[src/rtl/wakeup_sequencer.sv]
// Power-domain wakeup sequencer: synchronised wakeup edge -> power up -> de-isolate -> active -> shutdown.
// Optional accepted-wakeup counter is built only when WAKE_CNT_EN is defined.
module wakeup_sequencer #(
  parameter int PWR_DLY = 16,
  parameter int ISO_DLY = 4
) (
  input  logic       clk,
  input  logic       clr,
  input  logic       wakeup,
  input  logic       sleep_req,
  output logic       pwr_en,
  output logic       iso_en,
  output logic       run,
  output logic       cnt_clr,
  output logic [2:0] state,
  output logic [7:0] wake_cnt
);

  // state  | meaning
  // SLEEP  | domain off, isolated, waiting for wakeup edge or pending wakeup
  // PWRUP  | power switch on, waiting PWR_DLY cycles for supply to settle
  // DEISO  | isolation released, waiting ISO_DLY cycles before run
  // ACTIVE | domain released, waiting for sleep_req
  // SHUTDN | isolation re-applied, waiting ISO_DLY cycles before power off
  typedef enum logic [2:0] {
    SLEEP  = 3'd0,
    PWRUP  = 3'd1,
    DEISO  = 3'd2,
    ACTIVE = 3'd3,
    SHUTDN = 3'd4
  } state_t;

  localparam logic [7:0] PWR_LD = 8'(PWR_DLY);
  localparam logic [7:0] ISO_LD = 8'(ISO_DLY);

  state_t     state_q, state_d;
  logic [7:0] timer_q, timer_d;
  logic       pend_q, pend_d;
  logic       cnt_clr_q, cnt_clr_d;
  logic       sync1_q, sync2_q, sync3_q;
  logic       wk_edge;
  logic       tmr_done;

  always_ff @(posedge clk or posedge clr) begin
    if (clr) begin
      sync1_q <= 1'b0;
      sync2_q <= 1'b0;
      sync3_q <= 1'b0;
    end else begin
      sync1_q <= wakeup;
      sync2_q <= sync1_q;
      sync3_q <= sync2_q;
    end
  end

  assign wk_edge  = sync2_q & ~sync3_q;
  // Terminal count at 1 so a timed state lasts exactly its load value.
  assign tmr_done = (timer_q <= 8'd1);

  always_ff @(posedge clk or posedge clr) begin
    if (clr) begin
      state_q   <= SLEEP;
      timer_q   <= 8'd0;
      pend_q    <= 1'b0;
      cnt_clr_q <= 1'b0;
    end else begin
      state_q   <= state_d;
      timer_q   <= timer_d;
      pend_q    <= pend_d;
      cnt_clr_q <= cnt_clr_d;
    end
  end

  always_comb begin
    state_d   = state_q;
    timer_d   = timer_q;
    pend_d    = pend_q;
    cnt_clr_d = 1'b0;
    pwr_en    = 1'b0;
    iso_en    = 1'b1;
    run       = 1'b0;
    case (state_q)
      SLEEP: begin
        if (wk_edge || pend_q) begin
          state_d = PWRUP;
          timer_d = PWR_LD;
          pend_d  = 1'b0;
        end
      end
      PWRUP: begin
        pwr_en = 1'b1;
        if (tmr_done) begin
          state_d = DEISO;
          timer_d = ISO_LD;
        end else begin
          timer_d = timer_q - 8'd1;
        end
      end
      DEISO: begin
        pwr_en = 1'b1;
        iso_en = 1'b0;
        if (tmr_done) begin
          state_d   = ACTIVE;
          timer_d   = 8'd0;
          cnt_clr_d = 1'b1;
        end else begin
          timer_d = timer_q - 8'd1;
        end
      end
      ACTIVE: begin
        pwr_en = 1'b1;
        iso_en = 1'b0;
        run    = 1'b1;
        if (sleep_req) begin
          state_d = SHUTDN;
          timer_d = ISO_LD;
        end
      end
      SHUTDN: begin
        pwr_en = 1'b1;
        if (wk_edge) pend_d = 1'b1;
        if (tmr_done) begin
          state_d = SLEEP;
          timer_d = 8'd0;
        end else begin
          timer_d = timer_q - 8'd1;
        end
      end
      default: begin
        state_d = SLEEP;
        timer_d = 8'd0;
        pend_d  = 1'b0;
      end
    endcase
  end

  assign state   = state_q;
  assign cnt_clr = cnt_clr_q;

`ifdef WAKE_CNT_EN
  logic [7:0] wake_cnt_q, wake_cnt_d;
  logic       wake_acc;

  assign wake_acc = (state_q == SLEEP) && (wk_edge || pend_q);

  always_comb begin
    wake_cnt_d = wake_cnt_q;
    if (wake_acc && (wake_cnt_q != 8'hFF)) wake_cnt_d = wake_cnt_q + 8'd1;
  end

  always_ff @(posedge clk or posedge clr) begin
    if (clr) wake_cnt_q <= 8'd0;
    else     wake_cnt_q <= wake_cnt_d;
  end

  assign wake_cnt = wake_cnt_q;
`else
  assign wake_cnt = 8'd0;
`endif

endmodule
[config.mk]
export PLATFORM = sky130hd
export DESIGN_NAME = wakeup_sequencer
export DESIGN_NICKNAME = d
export VERILOG_FILES = /design/src/rtl/wakeup_sequencer.sv
export SDC_FILE = /design/constraint.sdc
export NUM_CORES = 1
export LEC_CHECK = 0
export CELL_PAD_IN_SITES_DETAIL_PLACEMENT = 1
export CELL_PAD_IN_SITES_GLOBAL_PLACEMENT = 1
export CORE_ASPECT_RATIO = 0.6
export CORE_MARGIN = 4
export CORE_UTILIZATION = 34
export DETAILED_ROUTE_END_ITERATION = 7
export HOLD_SLACK_MARGIN = 0.08
export PLACE_DENSITY = 0.79
export SLEW_MARGIN = 15
export SYNTH_ARGS = -nofsm -noshare
export SYNTH_HDL_FRONTEND = slang
export SYNTH_SLANG_ARGS = --single-unit
[constraint.sdc]
create_clock -name clk -period 1.9 [get_ports clk]
set_input_delay 0.19 -clock clk [delete_from_list [all_inputs] [get_ports clk]]
set_output_delay 0.19 -clock clk [all_outputs]
set_load 0.02 [all_outputs]
==> results.md, run 1 <==
- Layout cells sized above 1: 0.254
- Avg Cell Area, Syn: 9.30 sq um
- GP Congestion: 0.805
- Register area share after synthesis: 0.426
- ANT cells: 0
- Hold buffers post-CTS: 0
- Synthesized area: 940 sq um
- Hold Worst Slack: 314 ps
- Max VDD drop: 0.818 mV
- Crit path launch type: flop
- Port bufs: 10
- H-tree depth: 1
- Number of synthesized register bits: 16
- Area share of the largest cell type after synthesis: 0.426
- Pwr per Cell Area: 2140 nW/um^2
- Critical Path RT: 2050 ps
- Largest net degree at the start of global routing: 17
- Clk_lat worst skew: 260 ps
- Final Setup Violations: 0
- Ys Warns: 0
- Critical path's top delay family: compound AO/OA/AOI/OAI gates
- Reg clk slew, reported paths: 70 ps
- Antenna violations before repair: 0
- CTS tree: built
- Number of distinct library cells after synthesis: 42
- Fin crit period: 1870 ps
- Critical path's largest stage delay: 580 ps
- Most Used Layer, Global Route: met1
- Met1 Track Usage GR: 0.244
- Final slew viol count: 0
- DP Wirelength: 2040 um
- # clock sinks: 16
- Count of nets after finishing: 137
- Async SR Flop Fraction: 1.00
- Global-route wire length before repair: 4750 um
- Final ANT Viol Nets: 0
- FMAX: 0.534 GHz
- Routed WL per cell: 17.5 um
- Post-route setup TNS: 0 ps
- HP Class: input port to async pin
- Top-level port count: 19
- Status: finished clean
- Arr. time, crit path: 2020 ps
- First-pass DRT Iterations: 4
- Die Y: 48.7 um
- Clock skew: 7.43 ps
- Worst path depth: 5
- Crit-path max FO: 4
- Max cap viols: 0
- R2R cell count: 5
- Leading cell types by count after synthesis: 16 x dfrtp_1, 12 x nand2_1, 8 x buf_4, 8 x o21ai_0, 6 x inv_1
- Main area contributors after synthesis: dfrtp_1 43%, buf_4 6.4%, nand2_1 4.8%, o21ai_0 4.3%, xor2_1 2.8%
- Number of enable flip-flop cells after synthesis: 0
- TritonCTS Buffers: 3
- Final Hold Viols: 0
- Crit Reg-Reg Startpoint: timer_q[5]$_DFFE_PP0P_
- Root buf cell: clkbuf_8
- Cells after Synth: 101
- All-Layer GR Usage: 0.171
- Global-route met3 utilization: 0.0434
- Fill cell total of the finished layout: 298
- Congestion Overflow GR: 0
- RSZ-0062 raised after global routing: true
- Final Cycle Share: 0.985
- Worst-Margin Slew: 651 ps
- DRC viols: 0
- Top-count cell post-synth: dfrtp_1
- Crit end category: flop
- Main flop type after synthesis: dfrtp_1
- Kind of critical path: flop to flop
- Post-DR vias/cell: 5.30
- Yosys top cell by area: dfrtp_1
- Max transition margin: 0.566
- Crit. Startpoint: timer_q[5]$_DFFE_PP0P_
- Row Count: 14
- GRT met2 Usage: 0.241
- Core area: 2570 sq um
- Static leakage: 0.560 nW
- Die area: 3700 sq um
- Vias in the first global route: 914
- Worst path slowest cell: or4_4
- Via count: 858
- P&R area growth vs syn: 33.4%
- Crit path buffers/inverters: 1
- Drt total wl: 2840 um
- Cells along the critical path: or4_4 > o32a_1 > buf_4 > a31oi_2 > o22ai_1
- Starting Density: 0.365
- Chip width: 75.9 um
- Initial DRC Count: 34
- Maximum root-to-sink buffer count: 2
[metal layers]
| layer | wire length [um] | part of all wire |
|---|---|---|
| met1 | 1410 | 0.50 |
| met2 | 1270 | 0.45 |
| met3 | 122 | 0.043 |
| met4 | 44 | 0.016 |
| met5 | 0 | 0 |
[state kept, by name, summed over array words and instances (netlist names)]
name,cells
sync3_q,1
state,3
sync1_q,1
timer_q,8
cnt_clr,1
sync2_q,1
pend_q,1
[layout by cell type (no fill, tap or decap), types with 2 or more instances in the layout]
master / instances
buf_4: 18
dfrtp_1: 15
nand2_1: 12
o21ai_0: 8
conb_1: 8
clkdlybuf4s50_1: 7
inv_1: 6
clkbuf_8: 4
xor2_1: 3
or3_1: 3
dlygate4sd2_1: 3
and3_1: 2
nor2_1: 2
o22ai_1: 2
nor4_1: 2
nand3_1: 2
nor3b_1: 2
ha_1: 2
[final cells by class]
class / instances / area (sq um) / area share
clock buffer: 4 / 55.1 / 0.0439
inverter: 6 / 22.5 / 0.0180
multi-input combinational: 76 / 503 / 0.401
sequential: 16 / 402 / 0.320
tap: 32 / 40.0 / 0.0319
timing repair buffer: 28 / 231 / 0.185
[final timing paths]
path                       slack [ps]                      to
max                                30  timer_q[6]$_DFFE_PP0P_
min                               310  timer_q[5]$_DFFE_PP0P_
max reg2reg                        30  timer_q[6]$_DFFE_PP0P_
min reg2reg                       360       sync2_q$_DFF_PP0_
max in group asynchronous        1120  timer_q[0]$_DFFE_PP0P_
min in group clk                  360       sync2_q$_DFF_PP0_
[logic make-up after synthesis]
| group | after synthesis | share of synthesized area |
|---|---|---|
| XOR/XNOR | 3 | 0.0280 |
| multiplexers | 1 | 0.0120 |
| adder cells (fa/ha/maj) | 2 | 0.0266 |
| buffers and inverters | 16 | 0.0972 |
| AND/OR/NAND/NOR | 38 | 0.221 |
| AO/OA/AOI/OAI | 24 | 0.185 |
| other | 1 | 0.00399 |
| flip-flops | 16 | 0.426 |
[stage by stage]
step	power [mW]	instances	setup WS (ps)	utilization	area, sq um
6_report	2.68	162	28.0	0.487	1250
3_5_place_dp	2.25	157	10.3	0.452	1160
5_1_grt	2.86	162	-15.0	0.487	1250
4_1_cts	2.56	161	-4.73	0.472	1220
3_3_place_gp	2.18	157	64.2	0.452	1160
2_1_floorplan	1.48	108	111	-	966
[power by group]
group,internal (mW),switching (mW),total [mW]
registers,0.466,0.118,0.584
logic,0.838,0.938,1.78
clock network,0.184,0.133,0.317
[repair_timing]
| item | 4_1_cts | 5_1_grt |
|---|---|---|
| pin swaps | 1 | 0 |
| setup endpoints to repair | 6 | 12 |
| gates resized for setup | 3 | 7 |
| buffers inserted | 0 | 1 |
| endpoints found under the hold margin | 0 | 0 |
(Power assumes the default switching activity.)
==> run 2: changes to the inputs <==
Settings changed: PLACE_DENSITY 0.79 to not set, PLACE_DENSITY_LB_ADDON set to 0.15.
==> run 2 against run 1 <==
Sequential power down 1%; flip-flop and latch count is the same; via count fell by 6.1%; wire length is 13% lower; clock skew is 4.3 ps lower; final cell count down 3.1%; hold slack better by 3.7 ps.
==> results.md, run 2 (synthesis gave the netlist of run 1 again) <==
- Hold buffers post-CTS: 0 (unchanged)
- Static leakage: 0.537 nW (-4.1%)
- Reg power frac: 0.247 (+0.029)
- Layout cells sized above 1: 0.192 (-0.0618)
- Design area: 1200 sq um (-4.6%)
- Maximum root-to-sink buffer count: 2 (unchanged)
- DRC viols: 0 (unchanged)
- Crit end category: flop
- DP Wirelength: 1950 um (-4.7%)
- Crit path buffers/inverters: 0 (-1)
- Clock power frac: 0.107 (-0.012)
- Chip width: 75.9 um (unchanged)
- Fin crit period: 1850 ps (-17.6 ps)
- Max transition margin: 0.586 (+0.0204)
- Vias in the first global route: 787 (-14%)
- Switching part of the total power: 0.451 (+0.00693)
- Largest net degree at the start of global routing: 17 (unchanged)
- Global-route wire length before repair: 4110 um (-14%)
- ANT cells: 0 (unchanged)
- GP Congestion: 0.755 (-6.2%)
- Initial DRC Count: 30 (-12%)
- Hold Worst Slack: 318 ps (+3.69 ps)
- Fill cell total of the finished layout: 309 (+3.7%)
- Max reg flops: 8 (unchanged)
- H-tree depth: 1 (unchanged)
- Critical Path RT: 2020 ps (-30 ps)
- DP Area: 1140 sq um (-1.9%)
- Via count: 806 (-6.1%)
- Crit-path max FO: 5 (+1)
- Die area: 3700 sq um (unchanged)
- HP Class: input port to async pin
- Reg clk slew, reported paths: 60 ps (about the same)
- Max cap viols: 0 (unchanged)
- Arr. time, crit path: 1970 ps (-50 ps)
- Routed WL per cell: 15.8 um (-10%)
- Final ANT Viol Nets: 0 (unchanged)
- CTS tree: built
- Final slew viol count: 0 (unchanged)
- Sw Pwr: 1.06 mW (-11%)
- Worst path slowest cell: or4_4
- Final Hold Viols: 0 (unchanged)
- Congestion Overflow GR: 0 (unchanged)
- P&R area growth vs syn: 27.3%
- Drt total wl: 2480 um (-13%)
- Die Y: 48.7 um (unchanged)
- Status: finished clean
- Row Count: 14 (unchanged)
- Port bufs: 10 (unchanged)
- Final Cycle Share: 0.976 (-0.00926)
- TritonCTS Buffers: 3 (unchanged)
- Post-DR vias/cell: 5.13 (-3.1%)
- Max VDD drop: 0.761 mV (-7.0%)
- Pwr per Cell Area: 1960 nW/um^2 (-8.2%)
- Kind of critical path: flop to flop
- Most frequent cells in the layout: 16 x dfrtp_1, 14 x buf_4, 12 x nand2_1
- FMAX: 0.539 GHz (+0.95%)
- Int Power: 1.29 mW (-13%)
- Critical path's largest stage delay: 550 ps (-30 ps)
- Clk_lat worst skew: 250 ps (about the same)
- Cells along the critical path: or4_4 > o32a_1 > a31oi_1 > o22ai_1
- Starting Density: 0.365 (unchanged)
- Final Power: 2.34 mW (-12%)
- Post-route setup TNS: 0 ps (unchanged)
- Critical path's top delay family: compound AO/OA/AOI/OAI gates
- Final Setup Violations: 0 (unchanged)
- Comb pwr share: 0.646 (-0.017)
- Worst-Margin Slew: 620 ps (-30.6 ps)
- Commonest non-fill, non-tap cell in the layout: dfrtp_1
- Antenna violations before repair: 0 (unchanged)
- All-Layer GR Usage: 0.149 (-0.0219)
- Root buf cell: clkbuf_8
- # clock sinks: 16 (unchanged)
- First-pass DRT Iterations: 4 (unchanged)
- Top reg by flops: timer_q
- RSZ-0062 raised after global routing: true
- Count of nets after finishing: 133 (-2.9%)
- Clock skew: 3.15 ps (-4.28 ps)
- Top-level port count: 19 (unchanged)
- Core area: 2570 sq um (unchanged)
- Crit path launch type: flop
==> run 2: path summary, 6_finish.rpt <==
path / to / from / slack, ps / cells past startpoint
worst min-delay path: timer_q[1]$_DFFE_PP0P_ / clr / 320 / 2
worst min register to register: sync2_q$_DFF_PP0_ / sync1_q$_DFF_PP0_ / 350 / 0
worst max register to register: timer_q[6]$_DFFE_PP0P_ / timer_q[4]$_DFFE_PP0P_ / 50 / 4
max in group asynchronous: timer_q[3]$_DFFE_PP0P_ / clr / 1180 / 2
min in group clk: sync2_q$_DFF_PP0_ / sync1_q$_DFF_PP0_ / 350 / 0
worst max-delay path: timer_q[6]$_DFFE_PP0P_ / timer_q[4]$_DFFE_PP0P_ / 50 / 4
==> run 2: per-layer routing <==
layer	vias up	GRT usage	routed length (um)
li1	398	-	-
met1	388	0.230	1320
met2	18	0.199	1010
met3	2	0.0517	137
met4	0	0.0262	13
met5	-	0	0
==> run 2: final cells by class <==
class / instances / area (sq um) / area share
multi-input combinational: 76 / 487 / 0.407
sequential: 16 / 400 / 0.335
timing repair buffer: 24 / 205 / 0.172
clock buffer: 3 / 41.3 / 0.0345
tap: 32 / 40.0 / 0.0335
inverter: 6 / 22.5 / 0.0188
==> run 2: timing repair <==
item / 4_1_cts / 5_1_grt
setup endpoints to repair: 2 / 6
resized for setup: 2 / 4
buffers inserted: 0 / 0
pin swaps: 0 / 3
==> run 2: power groups by stage <==
stage | registers, mW | logic [mW] | clock network (mW)
after global routing | 0.599 | 1.66 | 0.285
after global placement | 0.575 | 1.47 | 0
final | 0.578 | 1.52 | 0.251
after detailed placement | 0.578 | 1.50 | 0
after floorplan | 0.613 | 0.866 | 0
after CTS | 0.576 | 1.49 | 0.260
==> run 2: through the flow <==
stage,cells,worst slack [ps],utilization
floorplan,108,111,-
global placement,154,60.1,0.444
detailed placement,154,23.9,0.444
CTS,157,11.9,0.459
global route,157,-0.629,0.465
finish,157,45.6,0.465
==> run 3: changes to the inputs <==
Settings changed: SKIP_LAST_GASP set to 1.
==> run 3 against run 2 <==
Die area did not move; via count did not move; clock power barely moved; non-clock buffer count did not move; largest cell class unchanged; hold slack did not move; sequential share of layout area did not move; utilization did not move; register-to-register slack barely moved; flip-flop and latch count did not move.
==> results.md, run 3 (synthesis gave the netlist of run 1 again) <==
- Status: finished clean
- All-Layer GR Usage: 0.149 (unchanged)
- Crit-path max FO: 5 (unchanged)
- Clock skew: 3.15 ps (unchanged)
- P&R area growth vs syn: 27.3% (unchanged)
- # clock sinks: 16 (unchanged)
- Pwr per Cell Area: 1960 nW/um^2 (unchanged)
- Max transition margin: 0.586 (unchanged)
- Final Setup Violations: 0 (unchanged)
- Critical Path RT: 2020 ps (about the same)
- Core area: 2570 sq um (unchanged)
- Max VDD drop: 0.761 mV (unchanged)
- CTS tree: built
- H-tree depth: 1 (unchanged)
- Chip width: 75.9 um (unchanged)
- Initial DRC Count: 30 (unchanged)
- Top-level port count: 19 (unchanged)
- Final Cycle Share: 0.976 (unchanged)
- Hold Worst Slack: 318 ps (unchanged)
- ANT cells: 0 (unchanged)
- Max cap viols: 0 (unchanged)
- Hold buffers post-CTS: 0 (unchanged)
- Largest net degree at the start of global routing: 17 (unchanged)
- Starting Density: 0.365 (unchanged)
- Commonest non-fill, non-tap cell in the layout: dfrtp_1
- TritonCTS Buffers: 3 (unchanged)
- Antenna violations before repair: 0 (unchanged)
- Die area: 3700 sq um (unchanged)
- Fin crit period: 1850 ps (unchanged)
- Final ANT Viol Nets: 0 (unchanged)
- Root buf cell: clkbuf_8
- DP Wirelength: 1950 um (unchanged)
- Most frequent cells in the layout: 16 x dfrtp_1, 14 x buf_4, 12 x nand2_1
- Post-DR vias/cell: 5.13 (unchanged)
- Kind of critical path: flop to flop
- Count of nets after finishing: 133 (unchanged)
- DP Area: 1140 sq um (unchanged)
- Congestion Overflow GR: 0 (unchanged)
- Final slew viol count: 0 (unchanged)
- Layout cells sized above 1: 0.192 (unchanged)
- Crit path launch type: flop
- Static leakage: 0.537 nW (unchanged)
- DRC viols: 0 (unchanged)
- Vias in the first global route: 787 (unchanged)
- HP Class: input port to async pin
- Top reg by flops: timer_q
- Crit end category: flop
- Post-CTS Setup Bufs: 0 (unchanged)
- Reg clk slew, reported paths: 60 ps (about the same)
- First-pass DRT Iterations: 4 (unchanged)
- Die Y: 48.7 um (unchanged)
- GP Congestion: 0.755 (unchanged)
- Worst setup margin: 45.6 ps (unchanged)
- FMAX: 0.539 GHz (unchanged)
- Clk_lat worst skew: 250 ps (about the same)
- Worst-Margin Slew: 620 ps (unchanged)
- Dpl ws: 23.9 ps (unchanged)
- Via count: 806 (unchanged)
- Worst R2R Setup Slack: 50 ps (about the same)
- Final Non-Filler Cells: 157 (unchanged)
- Global-route wire length before repair: 4110 um (unchanged)
- Maximum root-to-sink buffer count: 2 (unchanged)
- Placed instance count: 154 (unchanged)
- Row Count: 14 (unchanged)
- Arr. time, crit path: 1970 ps (about the same)
- Routed WL per cell: 15.8 um (unchanged)
- Port bufs: 10 (unchanged)
- Final Hold Viols: 0 (unchanged)
- Drt total wl: 2480 um (unchanged)
- Design area: 1200 sq um (unchanged)
- RSZ-0062 raised after global routing: true
- R2R cell count: 4 (unchanged)
- Reg2Reg Capture Point: timer_q[6]$_DFFE_PP0P_
- Max reg flops: 8 (unchanged)
- Crit Reg-Reg Startpoint: timer_q[4]$_DFFE_PP0P_
-- run 3: cell type report --
type | count | area [sq um]
Clock buffer | 3 | 41.3
Fill cell | 309 | 1380
Inverter | 6 | 22.5
Multi-Input combinational cell | 76 | 487
Sequential cell | 16 | 400
Tap cell | 32 | 40.0
Timing Repair Buffer | 24 | 205
-- run 3: worst max-delay path, stage by stage (launching register included) --
cell and delay [ps]:
dfrtp_1 400, or4_4 550, o32a_1 450, a31oi_1 210
o22ai_1 120
-- run 3: worst max-delay path by stage --
stage | startpoint | end | slack, ps
CTS | timer_q[4]$_DFFE_PP0P_ | timer_q[2]$_DFFE_PP0P_ | 10
detailed placement | timer_q[4]$_DFFE_PP0P_ | state[0]$_DFFE_PP0P_ | 20
global placement | timer_q[4]$_DFFE_PP0P_ | timer_q[2]$_DFFE_PP0P_ | 60
finish | timer_q[4]$_DFFE_PP0P_ | timer_q[6]$_DFFE_PP0P_ | 50
global route | timer_q[4]$_DFFE_PP0P_ | timer_q[2]$_DFFE_PP0P_ | -0.6
floorplan | timer_q[5]$_DFFE_PP0P_ | timer_q[2]$_DFFE_PP0P_ | 110
-- run 3: layer usage --
metal | up-vias | routed length [um] | GRT usage
met5 | - | 0 | 0
met4 | 0 | 13 | 0.0262
met3 | 2 | 137 | 0.0517
met2 | 18 | 1010 | 0.199
met1 | 388 | 1320 | 0.230
li1 | 398 | - | -
-- run 3: what timing repair did --
item	CTS	global route
hold endpoints to repair	0	0
gates resized for setup	2	4
cloned	0	0
endpoints found under the setup margin	2	6
pin swaps	0	3
-- run 3: power by group --
part	switching [mW]	total (mW)	internal, mW
Clock	0.111	0.251	0.140
Sequential	0.114	0.578	0.464
Combinational	0.832	1.52	0.683
-- run 3: through the flow --
| stage | power [mW] | utilization | setup TNS, ps |
|---|---|---|---|
| floorplan | 1.48 | - | 0 |
| global placement | 2.05 | 0.444 | 0 |
| detailed placement | 2.08 | 0.444 | 0 |
| CTS | 2.33 | 0.459 | 0 |
| global route | 2.55 | 0.465 | -0.629 |
| finish | 2.34 | 0.465 | 0 |
